**src/rtl/alu_operand_stage.sv**
```systemverilog
// Operand stage between ID and EX: selects ALU operands, forwards from EX/MEM
// and MEM/WB, waits on pending loads and registers the operand pair for EX.
module alu_operand_stage #(
  parameter int DATA_W      = 32,
  parameter int REG_AW      = 5,
  parameter int STALL_CNT_W = 16
) (
  input  logic                   clk,
  input  logic                   rst_n,
  input  logic                   flush,
  input  logic                   id_valid,
  output logic                   id_ready,
  input  logic [1:0]             src_sel,
  input  logic [REG_AW-1:0]      rs1_addr,
  input  logic [REG_AW-1:0]      rs2_addr,
  input  logic [DATA_W-1:0]      reg1_rdata,
  input  logic [DATA_W-1:0]      reg2_rdata,
  input  logic [DATA_W-1:0]      imm,
  input  logic [DATA_W-1:0]      curr_pc,
  input  logic                   exm_wr_en,
  input  logic [REG_AW-1:0]      exm_rd,
  input  logic [DATA_W-1:0]      exm_alu_res,
  input  logic [1:0]             exm_access,
  input  logic                   exm_sign_ext,
  input  logic [DATA_W-1:0]      mem_rdata,
  input  logic                   mem_rvalid,
  input  logic                   wb_wr_en,
  input  logic [REG_AW-1:0]      wb_rd,
  input  logic [DATA_W-1:0]      wb_data,
  output logic                   ex_valid,
  input  logic                   ex_ready,
  output logic [DATA_W-1:0]      alu_src1,
  output logic [DATA_W-1:0]      alu_src2,
  output logic [STALL_CNT_W-1:0] stall_cnt
);

  localparam logic [1:0] SEL_REG     = 2'b00;
  localparam logic [1:0] SEL_IMM     = 2'b01;
  localparam logic [1:0] SEL_FOUR_PC = 2'b10;
  localparam logic [1:0] ACC_NONE    = 2'b00;
  localparam logic [1:0] ACC_BYTE    = 2'b01;
  localparam logic [1:0] ACC_HALF    = 2'b10;

  logic              use1, use2;
  logic              exm_hit1, exm_hit2, wb_hit1, wb_hit2;
  logic              exm_is_load, stall, capture;
  logic [7:0]        load_byte;
  logic [15:0]       load_half;
  logic [DATA_W-1:0] load_data, exm_fwd, fwd1, fwd2, next_src1, next_src2;

  assign use1 = (src_sel == SEL_REG) || (src_sel == SEL_IMM);
  assign use2 = (src_sel == SEL_REG);

  // x0 is hard-wired zero, so a write to it must never be forwarded.
  assign exm_hit1 = exm_wr_en && (exm_rd == rs1_addr) && (rs1_addr != '0);
  assign exm_hit2 = exm_wr_en && (exm_rd == rs2_addr) && (rs2_addr != '0);
  assign wb_hit1  = wb_wr_en && (wb_rd == rs1_addr) && (rs1_addr != '0);
  assign wb_hit2  = wb_wr_en && (wb_rd == rs2_addr) && (rs2_addr != '0);

  assign exm_is_load = (exm_access != ACC_NONE);

  always_comb begin
    load_byte = mem_rdata[7:0];
    case (exm_alu_res[1:0])
      2'd1:    load_byte = mem_rdata[15:8];
      2'd2:    load_byte = mem_rdata[23:16];
      2'd3:    load_byte = mem_rdata[31:24];
      default: load_byte = mem_rdata[7:0];
    endcase
    load_half = exm_alu_res[1] ? mem_rdata[31:16] : mem_rdata[15:0];
    case (exm_access)
      ACC_BYTE: load_data = {{(DATA_W-8){exm_sign_ext & load_byte[7]}}, load_byte};
      ACC_HALF: load_data = {{(DATA_W-16){exm_sign_ext & load_half[15]}}, load_half};
      default:  load_data = mem_rdata;
    endcase
  end

  assign exm_fwd = exm_is_load ? load_data : exm_alu_res;
  assign fwd1 = exm_hit1 ? exm_fwd : (wb_hit1 ? wb_data : reg1_rdata);
  assign fwd2 = exm_hit2 ? exm_fwd : (wb_hit2 ? wb_data : reg2_rdata);

  always_comb begin
    next_src1 = imm;
    next_src2 = curr_pc;
    case (src_sel)
      SEL_REG: begin
        next_src1 = fwd1;
        next_src2 = fwd2;
      end
      SEL_IMM: begin
        next_src1 = fwd1;
        next_src2 = imm;
      end
      SEL_FOUR_PC: begin
        next_src1 = DATA_W'(4);
        next_src2 = curr_pc;
      end
      default: begin
        next_src1 = imm;
        next_src2 = curr_pc;
      end
    endcase
  end

  // Handshake: a transfer happens on a rising edge where valid && ready are both
  // high. ex_valid with its operands holds until ex_ready; flush drops the held
  // set and blocks any capture in the same cycle.
  assign stall    = id_valid && exm_is_load && !mem_rvalid &&
                    ((use1 && exm_hit1) || (use2 && exm_hit2));
  assign id_ready = !stall && (!ex_valid || ex_ready);
  assign capture  = id_valid && id_ready && !flush;

  always_ff @(posedge clk or negedge rst_n) begin
    if (!rst_n) begin
      ex_valid  <= 1'b0;
      alu_src1  <= '0;
      alu_src2  <= '0;
      stall_cnt <= '0;
    end else begin
      if (flush)         ex_valid <= 1'b0;
      else if (capture)  ex_valid <= 1'b1;
      else if (ex_ready) ex_valid <= 1'b0;
      if (capture) begin
        alu_src1 <= next_src1;
        alu_src2 <= next_src2;
      end
      if (stall && (stall_cnt != '1)) stall_cnt <= stall_cnt + STALL_CNT_W'(1);
    end
  end

endmodule

```
**config.mk**
```make
export PLATFORM = sky130hd
export DESIGN_NAME = alu_operand_stage
export DESIGN_NICKNAME = d
export VERILOG_FILES = /design/src/rtl/alu_operand_stage.sv
export SDC_FILE = /design/constraint.sdc
export NUM_CORES = 1
export LEC_CHECK = 0
export CORE_AREA = 2 2 133 135
export DETAILED_ROUTE_END_ITERATION = 10
export DIE_AREA = 0 0 135 137
export PLACE_DENSITY_LB_ADDON = 0.2
export SETUP_SLACK_MARGIN = 0.1
export SLEW_MARGIN = 25
export SYNTH_ARGS = -nofsm -noshare
export SYNTH_HDL_FRONTEND = slang
export SYNTH_SLANG_ARGS = --single-unit
```
**constraint.sdc**
```tcl
create_clock -name clk -period 2.1 [get_ports clk]
set_input_delay 0.21 -clock clk [delete_from_list [all_inputs] [get_ports clk]]
set_output_delay 0.21 -clock clk [all_outputs]
set_load 0.05 [all_outputs]
```
# --- Yosys cells after proc, flatten, opt, wreduce, memory -nomap -nowiden ---
# Cells that the tools add are included.
op_classes:
  n_addsub: 1
  bitwise: 2
  reduce_logical: 30
  mux: 13
  eq_ne: 12
ops:
  columns: ["op", "n"]
  rows:
  - ["32-bit case mux with 2 select lines", 3]
  - ["32-bit 2-to-1 mux", 5]
  - ["8-bit case mux with 3 select lines", 1]
  - ["5-bit equality test", 4]
  - ["1-bit logical AND", 17]
  - ["16-bit by 1-bit adder with 16-bit output (second input constant)", 1]
  - ["16-bit 2-to-1 mux", 1]
  - ["16-bit != test (second input constant)", 1]
  - ["5-bit nonzero test", 2]
  - ["2-bit equality test (second input constant)", 4]
  - ["2-bit by 1-bit equality test with 1-bit output (second input constant)", 3]
  - ["1-bit zero test", 4]
  - ["1-bit logical OR", 3]
  - ["1-bit 2-to-1 mux", 3]
  - ["3-bit nonzero test", 1]
  - ["1-bit AND", 2]
  - ["2-bit zero test", 1]
  - ["2-bit nonzero test", 1]
  - ["2-bit OR reduction", 1]
totals:
  input_bits: 257
  word_cells: 62
  ff_bits: 81

# --- Logic depth before layout (Yosys ltp) ---
logic_depth:
  ltp_word: 12
  depth_mapped: 10
  ltp_nobuf: 8

# --- Worst setup path after synthesis ---
# No wires, ideal clock.
synth_path:
  path_kind: "input port to output port"
  startpoint: "in rs1_addr[1]"
  endpoint: "out id_ready"
  cell_stages: 6
  path_slack_ns: -0.516
  n_path_buf: 1
  required_time_ns: 1.890
  t_arrival_ns: 2.406
  cell_sequence: "or4_1 o211ai_2 or2_1 buf_2 o21ai_1 a21boi_0"
synth_between:
  elab_chain_len: 8
  word_cells_on_any_way: 9
synth_rtl:
  columns: ["item", "line_no", "source"]
  rows:
  - ["start: declaration", "14", "input logic [REG_AW-1:0] rs1_addr,"]
  - ["5-bit equality test", "55", "assign exm_hit1 = exm_wr_en && (exm_rd == rs1_addr) && (rs1_addr != '0);"]
  - ["1-bit logical AND", "55", null]
  - ["1-bit logical AND (*)", "55", null]
  - ["1-bit logical AND (*)", "109", "((use1 && exm_hit1) || (use2 && exm_hit2));"]
  - ["1-bit logical OR (*)", "109", null]
  - ["1-bit logical AND (*)", "108", "assign stall = id_valid && exm_is_load && !mem_rvalid &&"]
  - ["1-bit zero test (*)", "110", "assign id_ready = !stall && (!ex_valid || ex_ready);"]
  - ["1-bit logical AND (*)", "110", null]
  - ["end: declaration", "12", "output logic id_ready,"]
# Every way passes the cells marked *; elsewhere a longest branch is shown, timed or not.

# --- Final worst setup path ---
layout_path:
  startpoint: "in rs1_addr[2]"
  endpoint: "reg alu_src2[17]"
layout_between:
  elab_chain_len: 10
  word_cells_on_any_way: 11
layout_rtl:
  columns: ["item", "line_no", "source"]
  rows:
  - ["5-bit equality test", "55", null]
  - ["1-bit logical AND", "55", null]
  - ["1-bit logical AND (*)", "55", null]
  - ["1-bit logical AND (*)", "109", null]
  - ["1-bit logical OR (*)", "109", null]
  - ["1-bit logical AND (*)", "108", null]
  - ["1-bit zero test (*)", "110", null]
  - ["1-bit logical AND (*)", "110", null]
  - ["1-bit logical AND (*) (2 in a row)", "111", "assign capture = id_valid && id_ready && !flush;"]
  - ["end signal: assignment", "125", "alu_src2 <= next_src2;"]
  - ["end: declaration", "33", "output logic [DATA_W-1:0] alu_src2,"]
# Marked as above.
# A chain may end at the register's enable or synchronous reset.

==> impl_metrics.yaml <==
place:
  dpl_worst_slack_ns: -0.7390
  hpwl_um: 22790
  placed_cells: 1336
  dpl-instance-area_um2: 10780
  port-buffer-count: 338
  gp_congestion: 0.9250
timing:
  setup_ws_ns: 0.03802
  period_share_pct: 98.19
  report.final.slew_viol_count: 0
  min_period_ns: 2.062
  report.final.hold_viol_count: 0
  rsz0062_at_grt: "yes"
  fmax_mhz: 485.0
  slew_headroom_pct: 58.06
  setup_violations: 0
  worst_pin_slew_ns: 0.6271
  fin_worst_skew_ns: 0.006696
critical_path:
  critPathArrivalTime_ns: 2.34
  crit_path_max_fanout: 7
  cp.buffers_inverters: 7
  path_cells: "buf_8 -> or4_4 -> buf_6 -> o211ai_4 -> buf_6 -> nor3_4 -> nor3b_4 -> buf_6 -> buf_6 -> buf_16 -> clkbuf_16 -> nor2_1 -> a31oi_1"
  worst-setup-path-type: "in -> reg"
  startpoint_type: "input pin"
  endpoint_kind: "flip-flop"
  cp_slowest_stage_delay_ns: 0.55
  slowest_stage: "or4_4"
  crit_family: "buffers and inverters"
  cp.required_ns: 2.38
  cpMostUsedCell: "buf_6"
global_route:
  antenna_found_initial: 2
  grt_pass1_wl_um: 45250
  first_global_vias: 7924
  grt.overflow.total: 0
  grt_util_all_layers_pct: 31.91
  grt_max_degree: 49
logic_synthesis:
  synth.top_cell.area_share_pct: 31.48
  synth_common_cells: "nor2_1, dfrtp_1, a31oi_1, nand2_1, mux2i_1"
  synth_nets: 998
  synth_seq_area_share_pct: 31.48
  synthCells: 737
  synthMuxAreaShare_pct: 12.67
  ys_warn_count: 0
  async_flop_share_pct: 100.0
  synthFlopType: "dfrtp_1"
  synth-edff-count: 0
  synth_top_family_by_area: "compound AO/OA/AOI/OAI gates"
  yosysMostFrequentCell: "nor2_1"
  yosys.area.top_type: "dfrtp_1"
  postSynthAreaPerCell_um2: 8.736
  ys_top_cells_by_area: "dfrtp_1, mux2i_1, a31oi_1"
  synth_xor_area_share_pct: 4.761
  synth_compound_area_share_pct: 29.09
  synth-seq-cells: 81
  synth_area_um2: 6439
  synth_simple_gate_area_share_pct: 15.70
  synth_cell_types: 67
  synth_adder_area_share_pct: 0.7773
power:
  p_per_area_nw_per_um2: 564.2
  total_power_w: 0.006727
  leakage_nw: 4.636
  ir_drop_mv: 0.4020
job:
  cap_violations: 0
clock_network:
  cts_tree: "built"
  htreeDepth: 3
  cts_root_buffer: "clkbuf_16"
  cts.sinks: 81
  cts_max_path_buffers: 2
  insertion_delay_ns: 0.35
  cts_buffers: 9
  cts.clk_slew.worst_paths_ns: 0.07
route:
  first_pass_iters: 5
  ant_nets: 0
  drt_wl_total_um: 31320
  vias: 8056
  vias_per_cell: 5.800
  wl_per_cell_um: 22.55
  remaining_drc_errors: 0
  drt_iter0_drc: 820
floorplan:
  start_util_pct: 37.75
  io_pins: 339
  fp.dieW_um: 135
  dieHeight_um: 137
  rows: 48
  core_um2: 17060
  dieArea_um2: 18500
final_layout:
  syn_to_final_growth_pct: 85.19
  final-instance-count-excl-fill: 1389
  final_net_count: 1419
  final_cell_area_um2: 11920
  layout-drive-gt1-share_pct: 22.53
  multi_input_area_um2: 4372
  num-fill-cells: 1384
  regArea_um2: 2029
status:
  status: "completed"
hold_path:
  holdCritPathClass: "in -> async"
-- kinds of logic (layout without fill, tap and decap cells) --
logic type                 Yosys count  count (layout)
muxes                               78              78
AOI/OAI and AO/OA                  241             241
buffers and inverters               80             505
adders and majority gates            4               4
xor gates and xnor gates            35              35
and+or+nand+nor                    218             219
DFF                                 81              81
other                                0               1
-- state kept, by name, indices dropped and copies added, names as in the netlist --
register and flops:
alu_src1 32, stall_cnt 16, alu_src2 32, ex_valid 1
-- cell type report --
class	count	area share (%)
Antenna cell	1	0.02099
Clock buffer	11	2.036
Clock inverter	5	0.3253
Inverter	14	0.4512
Multi-Input combinational cell	577	36.66
Sequential cell	81	17.02
Tap cell	225	2.361
Timing Repair Buffer	475	41.12
-- report_power, final --
group	total (W)	internal, W	switching (W)
sequential	0.00194	0.00179	0.000153
clock	0.00155	0.000841	0.000712
combinational	0.00324	0.00146	0.00178
-- routing by layer --
metal  GRT usage [%]  vias to the layer above  wire length (um)
met5               0                        -                13
met4           14.00                        2              1331
met3           7.852                       87              2874
met2           54.96                      449             15440
met1           37.80                     3867             11660
li1                -                     3651                 -
-- layout by cell type, fill, tap and decap left out, types with 7 or more instances in the layout --
cell,synthesis,final
nor2_2,3,14
a32oi_1,7,7
nand4_1,10,10
clkdlybuf4s50_1,0,307
and3_1,11,10
buf_6,3,11
a211o_1,7,7
dlygate4sd2_1,0,12
inv_1,11,9
a31oi_2,9,11
nand2_1,55,54
a21oi_1,13,13
o211ai_1,16,16
dfrtp_1,81,79
mux2_2,25,23
a21o_1,8,8
nor2_4,0,10
a22o_1,7,7
o21ai_0,16,14
a31oi_1,55,53
clkbuf_16,0,17
a22oi_1,35,35
buf_4,1,94
buf_12,0,20
nand3_1,15,14
nor2_1,91,71
mux2i_1,50,50
a221o_1,32,32
xnor2_1,30,27
-- worst register-to-register path, stage by stage, from the launching register on --
cell	delay [ns]
dfrtp_1	0.45
and4_1	0.26
and4_1	0.24
nand4_1	0.14
o211a_4	0.27
mux2_1	0.33
-- what timing repair did --
action | 4_1_cts | 5_1_grt
hold buffers | 1 | 0
gates cloned | 4 | 8
endpoints found under the setup margin | 82 | 71
endpoints found under the hold margin | 33 | 0
setup buffers | 18 | 5
pin swaps | 29 | 14
resized for setup | 90 | 60
-- path summary, 6_finish.rpt --
| check | startpoint | slack [ns] | cells past startpoint | end |
|---|---|---|---|---|
| setup / recovery | rs1_addr[2] | 0.04 | 13 | alu_src2[17] |
| max in group asynchronous | rst_n | 1.08 | 3 | alu_src2[14] |
| hold / removal | rst_n | 0.36 | 2 | alu_src2[22] |
| hold reg to reg | stall_cnt[15] | 0.50 | 1 | stall_cnt[15] |
| setup reg to reg | stall_cnt[7] | 0.29 | 5 | stall_cnt[1] |
| min in group clk | flush | 0.44 | 2 | ex_valid |
-- metrics by stage --
stage	util [%]	TNS [ns]	hold slack [ns]
5_1_grt	69.91	-0.008884	0.4222
2_1_floorplan	-	0	-0.08559
3_3_place_gp	63.23	-43.34	0.2075
4_1_cts	67.34	0	0.3849
3_5_place_dp	63.23	-47.57	0.2010
6_report	69.91	0	0.3607
Note: power is estimated with default switching activity, not from simulation.
